`src/rtl/mx_phy_port_ctrl_stat.sv`:
```
// Per-port SFP/PHY control and status block with local CSR decode.
// Each port owns 8 word registers: control, reset pulse length, live/sticky status, irq mask, LOS counter, version.
module mx_phy_port_ctrl_stat #(
  parameter int          PORT_CNT    = 2,
  parameter int          D_WIDTH     = 16,
  parameter int          A_WIDTH     = 10,
  parameter int          SYNC_STAGES = 2,
  parameter int          CNT_WIDTH   = 16,
  parameter logic [15:0] VERSION     = 16'h0200
) (
  input  logic                 clk_i,
  input  logic                 rst_i,
  input  logic [A_WIDTH-1:0]   addr_i,
  input  logic                 wr_en_i,
  input  logic [D_WIDTH-1:0]   wr_data_i,
  input  logic [D_WIDTH/8-1:0] be_i,
  input  logic                 rd_en_i,
  output logic [D_WIDTH-1:0]   rd_data_o,
  output logic                 rd_val_o,
  input  logic [PORT_CNT-1:0]  mod_abs_i,
  input  logic [PORT_CNT-1:0]  rx_los_i,
  input  logic [PORT_CNT-1:0]  tx_fault_i,
  input  logic [PORT_CNT-1:0]  lopc_i,
  output logic [PORT_CNT-1:0]  tx_disable_o,
  output logic [PORT_CNT-1:0]  xge_nreset_o,
  output logic [PORT_CNT-1:0]  gbe_nreset_o,
  output logic [PORT_CNT-1:0]  gbe_coma_o,
  output logic [PORT_CNT-1:0]  tb_gen_pkt_en_o,
  output logic [PORT_CNT-1:0]  main_rst_o,
  output logic [PORT_CNT-1:0]  irq_port_o,
  output logic                 irq_o
);

  localparam int PW   = A_WIDTH - 3;
  localparam int BE_W = D_WIDTH / 8;

  logic [PW-1:0]           port_idx;
  logic [2:0]              reg_sel;
  logic [D_WIDTH-1:0]      wr_mask;
  logic                    any_be;
  logic [PORT_CNT*D_WIDTH-1:0] rd_flat;
  logic [D_WIDTH-1:0]      rd_mux;
  logic [D_WIDTH-1:0]      rd_data_reg;
  logic                    rd_val_reg;
  logic [PORT_CNT-1:0]     irq_term;
  logic [PORT_CNT-1:0]     irq_port_reg;
  logic                    irq_reg;

  assign port_idx = addr_i[A_WIDTH-1:3];
  assign reg_sel  = addr_i[2:0];
  assign any_be   = |be_i;

  genvar gi;
  generate
    for (gi = 0; gi < BE_W; gi++) begin : g_be
      assign wr_mask[gi*8 +: 8] = {8{be_i[gi]}};
    end
  endgenerate

  generate
    for (gi = 0; gi < PORT_CNT; gi++) begin : g_port
      logic [3:0]           stat_in;
      logic [3:0]           sync_reg [SYNC_STAGES];
      logic [3:0]           prev_reg;
      logic [3:0]           sticky_reg;
      logic [3:0]           mask_reg;
      logic [3:0]           stat_edge;
      logic [3:0]           w1c;
      logic [5:0]           ctrl_reg;
      logic [D_WIDTH-1:0]   rst_len_reg;
      logic [D_WIDTH-1:0]   pulse_cnt_reg;
      logic [D_WIDTH-1:0]   pulse_len;
      logic [CNT_WIDTH-1:0] los_cnt_reg;
      logic                 wr_hit;
      logic                 trig;
      logic                 los_clr;
      logic [D_WIDTH-1:0]   rd_word;

      assign stat_in   = {lopc_i[gi], tx_fault_i[gi], rx_los_i[gi], mod_abs_i[gi]};
      assign wr_hit    = wr_en_i && (port_idx == PW'(gi));
      assign trig      = wr_hit && (reg_sel == 3'd0) && be_i[0] && wr_data_i[4];
      assign los_clr   = wr_hit && (reg_sel == 3'd5) && any_be;
      assign stat_edge = sync_reg[SYNC_STAGES-1] & ~prev_reg;
      assign w1c       = (wr_hit && reg_sel == 3'd3) ? (wr_data_i[3:0] & wr_mask[3:0]) : 4'h0;
      assign pulse_len = (rst_len_reg == '0) ? D_WIDTH'(1) : rst_len_reg;

      always_ff @(posedge clk_i) begin
        if (rst_i) begin
          for (int s = 0; s < SYNC_STAGES; s++) sync_reg[s] <= '0;
          prev_reg      <= '0;
          sticky_reg    <= '0;
          mask_reg      <= '0;
          ctrl_reg      <= 6'h01;
          rst_len_reg   <= D_WIDTH'(16);
          pulse_cnt_reg <= '0;
          los_cnt_reg   <= '0;
        end else begin
          sync_reg[0] <= stat_in;
          for (int s = 1; s < SYNC_STAGES; s++) sync_reg[s] <= sync_reg[s-1];
          prev_reg <= sync_reg[SYNC_STAGES-1];

          // New edges win over a same-cycle clear.
          sticky_reg <= (sticky_reg & ~w1c) | stat_edge;

          if (wr_hit && reg_sel == 3'd0)
            ctrl_reg <= ((ctrl_reg & ~wr_mask[5:0]) | (wr_data_i[5:0] & wr_mask[5:0])) & 6'b101111;
          if (wr_hit && reg_sel == 3'd1)
            rst_len_reg <= (rst_len_reg & ~wr_mask) | (wr_data_i & wr_mask);
          if (wr_hit && reg_sel == 3'd4)
            mask_reg <= (mask_reg & ~wr_mask[3:0]) | (wr_data_i[3:0] & wr_mask[3:0]);

          if (trig)
            pulse_cnt_reg <= pulse_len;
          else if (pulse_cnt_reg != '0)
            pulse_cnt_reg <= pulse_cnt_reg - D_WIDTH'(1);

          if (stat_edge[1]) begin
            if (los_clr)
              los_cnt_reg <= CNT_WIDTH'(1);
            else if (!(&los_cnt_reg))
              los_cnt_reg <= los_cnt_reg + CNT_WIDTH'(1);
          end else if (los_clr) begin
            los_cnt_reg <= '0;
          end
        end
      end

      always_comb begin
        rd_word = '0;
        case (reg_sel)
          3'd0:    rd_word[5:0]           = ctrl_reg;
          3'd1:    rd_word                = rst_len_reg;
          3'd2:    rd_word[3:0]           = sync_reg[SYNC_STAGES-1];
          3'd3:    rd_word[3:0]           = sticky_reg;
          3'd4:    rd_word[3:0]           = mask_reg;
          3'd5:    rd_word[CNT_WIDTH-1:0] = los_cnt_reg;
          3'd6:    rd_word[15:0]          = VERSION;
          default: rd_word                = '0;
        endcase
      end

      assign rd_flat[gi*D_WIDTH +: D_WIDTH] = rd_word;
      assign irq_term[gi]        = |(sticky_reg & mask_reg);
      assign tx_disable_o[gi]    = ctrl_reg[0];
      assign xge_nreset_o[gi]    = ctrl_reg[1];
      assign gbe_nreset_o[gi]    = ctrl_reg[2];
      assign gbe_coma_o[gi]      = ctrl_reg[3];
      assign tb_gen_pkt_en_o[gi] = ctrl_reg[5];
      assign main_rst_o[gi]      = |pulse_cnt_reg;
    end
  endgenerate

  // Out-of-range ports fall through to zero.
  always_comb begin
    rd_mux = '0;
    for (int p = 0; p < PORT_CNT; p++)
      if (port_idx == PW'(p)) rd_mux = rd_flat[p*D_WIDTH +: D_WIDTH];
  end

  always_ff @(posedge clk_i) begin
    if (rst_i) begin
      rd_val_reg   <= 1'b0;
      rd_data_reg  <= '0;
      irq_port_reg <= '0;
      irq_reg      <= 1'b0;
    end else begin
      rd_val_reg   <= rd_en_i;
      if (rd_en_i) rd_data_reg <= rd_mux;
      irq_port_reg <= irq_term;
      irq_reg      <= |irq_term;
    end
  end

  assign rd_data_o  = rd_data_reg;
  assign rd_val_o   = rd_val_reg;
  assign irq_port_o = irq_port_reg;
  assign irq_o      = irq_reg;

endmodule

```
`config.mk`:
```
export PLATFORM = sky130hd
export DESIGN_NAME = mx_phy_port_ctrl_stat
export DESIGN_NICKNAME = d
export VERILOG_FILES = /design/src/rtl/mx_phy_port_ctrl_stat.sv
export SDC_FILE = /design/constraint.sdc
export NUM_CORES = 1
export LEC_CHECK = 0
export BUFFER_PORTS_ARGS = -buffer_cell sky130_fd_sc_hd__buf_2
export CAP_MARGIN = 20
export CORE_ASPECT_RATIO = 1.2
export CORE_MARGIN = 2
export CORE_UTILIZATION = 64
export CTS_CLUSTER_DIAMETER = 80
export DETAILED_ROUTE_END_ITERATION = 16
export PLACE_DENSITY = 0.94
export SKIP_LAST_GASP = 1
export SLEW_MARGIN = 10
export SYNTH_ARGS = -nofsm -noshare
export SYNTH_HDL_FRONTEND = slang
export SYNTH_SLANG_ARGS = --single-unit
```
`constraint.sdc`:
```
create_clock -name clk_i -period 3.2 [get_ports clk_i]
set_clock_uncertainty 0.05 [all_clocks]
set_input_delay 0.16 -clock clk_i [delete_from_list [all_inputs] [get_ports clk_i]]
set_output_delay 0.16 -clock clk_i [all_outputs]
set_load 0.005 [all_outputs]
```
== Word-level counts from Yosys, hierarchy flattened ==
Memories as Yosys holds them, arrays and structs flattened.
Index checks and enable logic that the tools add are counted.

* Add/subtract/negate cells: 4
* Eq/ne operators: 9
* Multiplexer cells: 31
* Bitwise gates (word level): 34
* Reduce and logical (&&, ||, !) cells: 38

{| class="wikitable"
|+ Operators by type and width
! operator !! count
|-
| $mux 16 || 16
|-
| $pmux 10 s3 || 2
|-
| $and 16x16->16 || 3
|-
| $pmux 4 s6 || 2
|-
| $and 4x4->4 || 9
|-
| $add 16x1->16 const B || 2
|-
| $logic_not 16->1 || 2
|-
| $or 16x16->16 || 2
|-
| $reduce_and 16->1 || 2
|-
| $reduce_bool 16->1 || 2
|-
| $reduce_or 16->1 || 2
|-
| $sub 16x1->16 const B || 2
|-
| $mux 4 || 6
|-
| $not 4->4 || 5
|-
| $and 6x6->6 || 3
|-
| $logic_and 1x1->1 || 18
|-
| $not 16->16 || 1
|-
| $or 4x4->4 || 4
|-
| $or 6x6->6 || 2
|-
| $pmux 2 s3 || 2
|-
| $eq 3x3->1 const B || 3
|-
| $reduce_bool 2->1 || 4
|-
| $reduce_or 4->1 || 2
|-
| $reduce_or 8->1 || 1
|-
| 11 further kinds || 19
|}

* Register bits: 150
* Bits in writable memories: 16
* Bits of input ports: 40
* Output and inout port bits: 32
* Logic and storage cells: 136
* Memories: 2

{| class="wikitable"
|+ Memories
! memory !! depth !! width !! rd ports !! clocked after memory_dff !! wr ports !! line !! RTL
|-
| g_port[0].sync_reg || 2 || 4 || 2 || 0 || 2 || 63 || <nowiki>logic [3:0] sync_reg [SYNC_STAGES];</nowiki>
|-
| g_port[1].sync_reg || 2 || 4 || 2 || 0 || 2 || 63 ||
|}

== Longest topological paths before layout ==
* Depth in word-level cells: 7
* Mapped depth: 8
* Mapped depth without buffers: 7

== Least setup slack after synthesis ==
No wires, ideal clock.

* Path type: register to register
* Start: register g_port[0].pulse_cnt_reg[0]
* End: register g_port[0].pulse_cnt_reg[5]
* Setup time: 86 ps
* Arrival: 2,062 ps
* Required time: 3,064 ps
* Slack: 1,003 ps
* Stages on the path, launching flop included: 9
* Buffers on the path: 1
* Clock period less this slack: 2,197 ps
* Path through: dfxtp_1 > inv_1 > ha_1 > or4b_1 > clkbuf_1 > nor4_4 > nor4b_1 > xnor2_1 > a211oi_1

* Cells in the longest elaborated chain, start to end: 3
* Elaborated cells between the ends (all ways): 5
* Those cells by class: add/sub: 1; mux: 2; reduce/logical: 2

{| class="wikitable"
|+ RTL lines
! item !! line !! RTL
|-
| start: declaration || 71 || <nowiki>logic [D_WIDTH-1:0] pulse_cnt_reg;</nowiki>
|-
| start signal: assignment || 113 || <nowiki>pulse_cnt_reg <= pulse_len;</nowiki>
|-
| start signal: assignment || 115 || <nowiki>pulse_cnt_reg <= pulse_cnt_reg - D_WIDTH'(1);</nowiki>
|-
| $sub 16x1->16 || 115 ||
|-
| $mux 16 || 114 || <nowiki>else if (pulse_cnt_reg != '0)</nowiki>
|-
| $mux 16 || 112 || <nowiki>if (trig)</nowiki>
|}

Several ways; a longest one is shown, not always the timed one. The select of a mux whose other input is x is not followed.
A chain may end at the register's enable or synchronous reset.

== Worst setup path in the final report ==
* Start: register g_port[0].pulse_cnt_reg[1]
* End: output port main_rst_o[0]

* Cells in the longest elaborated chain, start to end: 1

{| class="wikitable"
|+ RTL lines
! item !! line !! RTL
|-
| $reduce_or 16->1 || 149 || <nowiki>assign main_rst_o[gi] = |pulse_cnt_reg;</nowiki>
|-
| end: declaration || 29 || <nowiki>output logic [PORT_CNT-1:0] main_rst_o,</nowiki>
|}

No other way between the ends.

==> results.cfg <==
[synth]
netlist.area_leader.share_pct = 42.4
synth_cells = 877
ys_types = 62
syn_area_per_cell_um2 = 8.94
synth_commonest_cells = dfxtp_1, nand2_1, nor2_1, a21oi_1, mux2i_1
ys.flop_type = dfxtp_1
ys_warn_count = 0
synth.top_cells.by_area = dfxtp_1, mux2i_1, nand2_1
syn_nets = 921
synth_area_um2 = 7840
yosys_register_bits = 166
synth-async-reset-ratio_pct = 0
synth_enable_flop_cells = 0
synth_most_common_cell = dfxtp_1
yosysSeqAreaShare_pct = 42.4
synth_top_area_cell = dfxtp_1

[critical_path]
critPathKind = reg2out
startpoint_type = register
reg2regPathDepth = 7
required_ps = 2990
r2r_end = g_port[0].pulse_cnt_reg[3]
arrival_ps = 2390
reg2reg_slack_ps = 750
crit_fanout = 8
worstReg2RegStart = g_port[0].pulse_cnt_reg[1]
setup.worst_path.end_class = primary output

[floorplan]
num_io_pins = 72
start_util_pct = 65.3
die-width_um = 105
core_area_um2 = 12000
row_count = 44
die-area_um2 = 13200
die_h_um = 125

[clocking]
postCtsSetupRepairBufs = 0
root_buffer = clkbuf_16
clockBufferDepth = 2
cts_buffers = 17
htree_levels = 4
clk_pin_slew_ps = 60
clock-sinks = 166
clk_latency_ps = 430
cts_resized = 0
cts_tree = done

[placement]
dp_hpwl_mm = 15.1
numPortBuffers = 71
dp.cells = 1071
gp_congestion = 0.986

[power]
power_uw = 5820
powerDensity_nw_per_um2 = 642
power_leakage_uw = 0.00355
ir_worst_vdd_v = 0.000414

[routing]
vias = 7190
first_pass_iters = 5
drt-total-wl_mm = 22.0
drt_iter0_markers = 720
drtAntennaViolNets = 0
detail_route.vias_per_cell = 6.40
drc_errors = 0
wl_per_cell_um = 19.6

[hold_path]
worstHoldStart = wr_data_i[4]
hold_path_class = in2reg
hold_depth = 3

[timing]
finalHoldViolCount = 0
worst_pin_slew_ps = 1050
timing.setup.tns_ps = 0
slew_headroom_pct = 29.9
fin_crit_sh_pct = 81.3
setup-violations-final = 0
fin_crit_ps = 2600
grt_setup_unrepaired = no
fmax_mhz = 384
slew_viol_final = 0

[final_layout]
utilization_pct = 75.6
instances_no_fill = 1124
syn_to_final_growth_pct = 15.8
diodes = 0
drive_gt1_share_pct = 15.4
final_nets = 994

[flow_run]
max_cap_violations = 0

[global_route]
grt_pass1_wl_mm = 35.3
track_usage_pct = 34.1
grt_pass1_vias = 6957
grt_overflow_total = 0
grt_max_degree = 79
grt_antenna_before_repair = 0

[run_status]
status = finished, final reports clean
[area by class of cell]
type                            count  area [µm²]
Tap cell                          161         201
Clock buffer                       18         439
Sequential cell                   166        3320
Timing Repair Buffer              100         641
Fill cell                         807        2930
Multi-Input combinational cell    650        4270
Inverter                           15        56.3
Clock inverter                     14         148
[worst max-delay path by stage]
stage                                            end                        from  slack [ps]
after floorplan           g_port[0].pulse_cnt_reg[5]  g_port[0].pulse_cnt_reg[0]        1000
after global placement                  rd_data_o[2]                   addr_i[4]         870
after detailed placement  g_port[0].pulse_cnt_reg[3]  g_port[0].pulse_cnt_reg[1]         790
after CTS                              main_rst_o[0]  g_port[0].pulse_cnt_reg[1]         610
after global routing                   main_rst_o[0]  g_port[0].pulse_cnt_reg[1]         520
final                                  main_rst_o[0]  g_port[0].pulse_cnt_reg[1]         600
[metrics by stage]
| stage | worst slack, ps | hold WS [ps] | cell area, µm² |
|---|---|---|---|
| floorplan | 1000 | 228 | 7840 |
| global placement | 869 | 319 | 8280 |
| detailed placement | 792 | 329 | 8280 |
| CTS | 607 | 6.41 | 9070 |
| global route | 516 | 25.3 | 9070 |
| finish | 599 | 13.2 | 9070 |
[layout by cell type (no fill, tap or decap), types with 4 or more instances in the layout]
master and count:
nand4_1 17, nand3_1 21, xnor2_1 23, o211ai_1 7
ha_1 4, and2_1 7, clkinv_2 4, xor2_1 23
dfxtp_1 166, mux2i_1 39, buf_4 8, mux4_2 13
nor3_1 23, nor2b_1 34, a31oi_1 9, a22oi_1 11
or4_1 5, nand2_1 97, dlygate4sd3_1 21, nor4_1 17
clkbuf_16 17, nor2_1 91, inv_1 15, buf_2 70
and4_1 5, mux2_2 6, nand2b_1 16, or3_1 5
inv_6 4, o21ai_0 23, a21oi_1 59, or2_2 5
a32o_1 12, a211oi_1 7, and3_1 6, nand3b_1 16
[cells by family after synthesis]
kind of cell	count (synthesis)	share of synthesized area [%]
AND/OR/NAND/NOR	390	26.6
flip-flops	166	42.4
AO/OA/AOI/OAI	152	12.4
buffers and inverters	61	3.26
multiplexers	58	9.58
XOR/XNOR	46	5.14
adder cells (fa/ha/maj)	4	0.639
[critical path, stage by stage, from the launching register on]
cell and delay, ps:
dfxtp_1 340, inv_1 90, ha_1 200, or4b_1 610, or4_1 570, buf_2 160
[metal layers]
metal / GRT usage (%) / vias to the layer above / part of all wire (%)
met5: 0 / - / 0
met4: 20.0 / 0 / 5.8
met3: 5.68 / 99 / 7.7
met2: 57.4 / 409 / 49
met1: 40.9 / 3388 / 38
li1: - / 3294 / -
[what timing repair did]
item                                   in CTS  in global routing
endpoints found under the hold margin      33                  0
hold buffers                               21                  0
setup endpoints to repair                   0                  0
[power breakdown]
group | total (µW) | leakage (µW) | internal (µW) | switching [µW]
registers | 2400 | 0.00135 | 2230 | 174
clock network | 2040 | 0.000287 | 1180 | 863
logic | 1380 | 0.00191 | 621 | 759
Power figures use the tool's default switching activity.
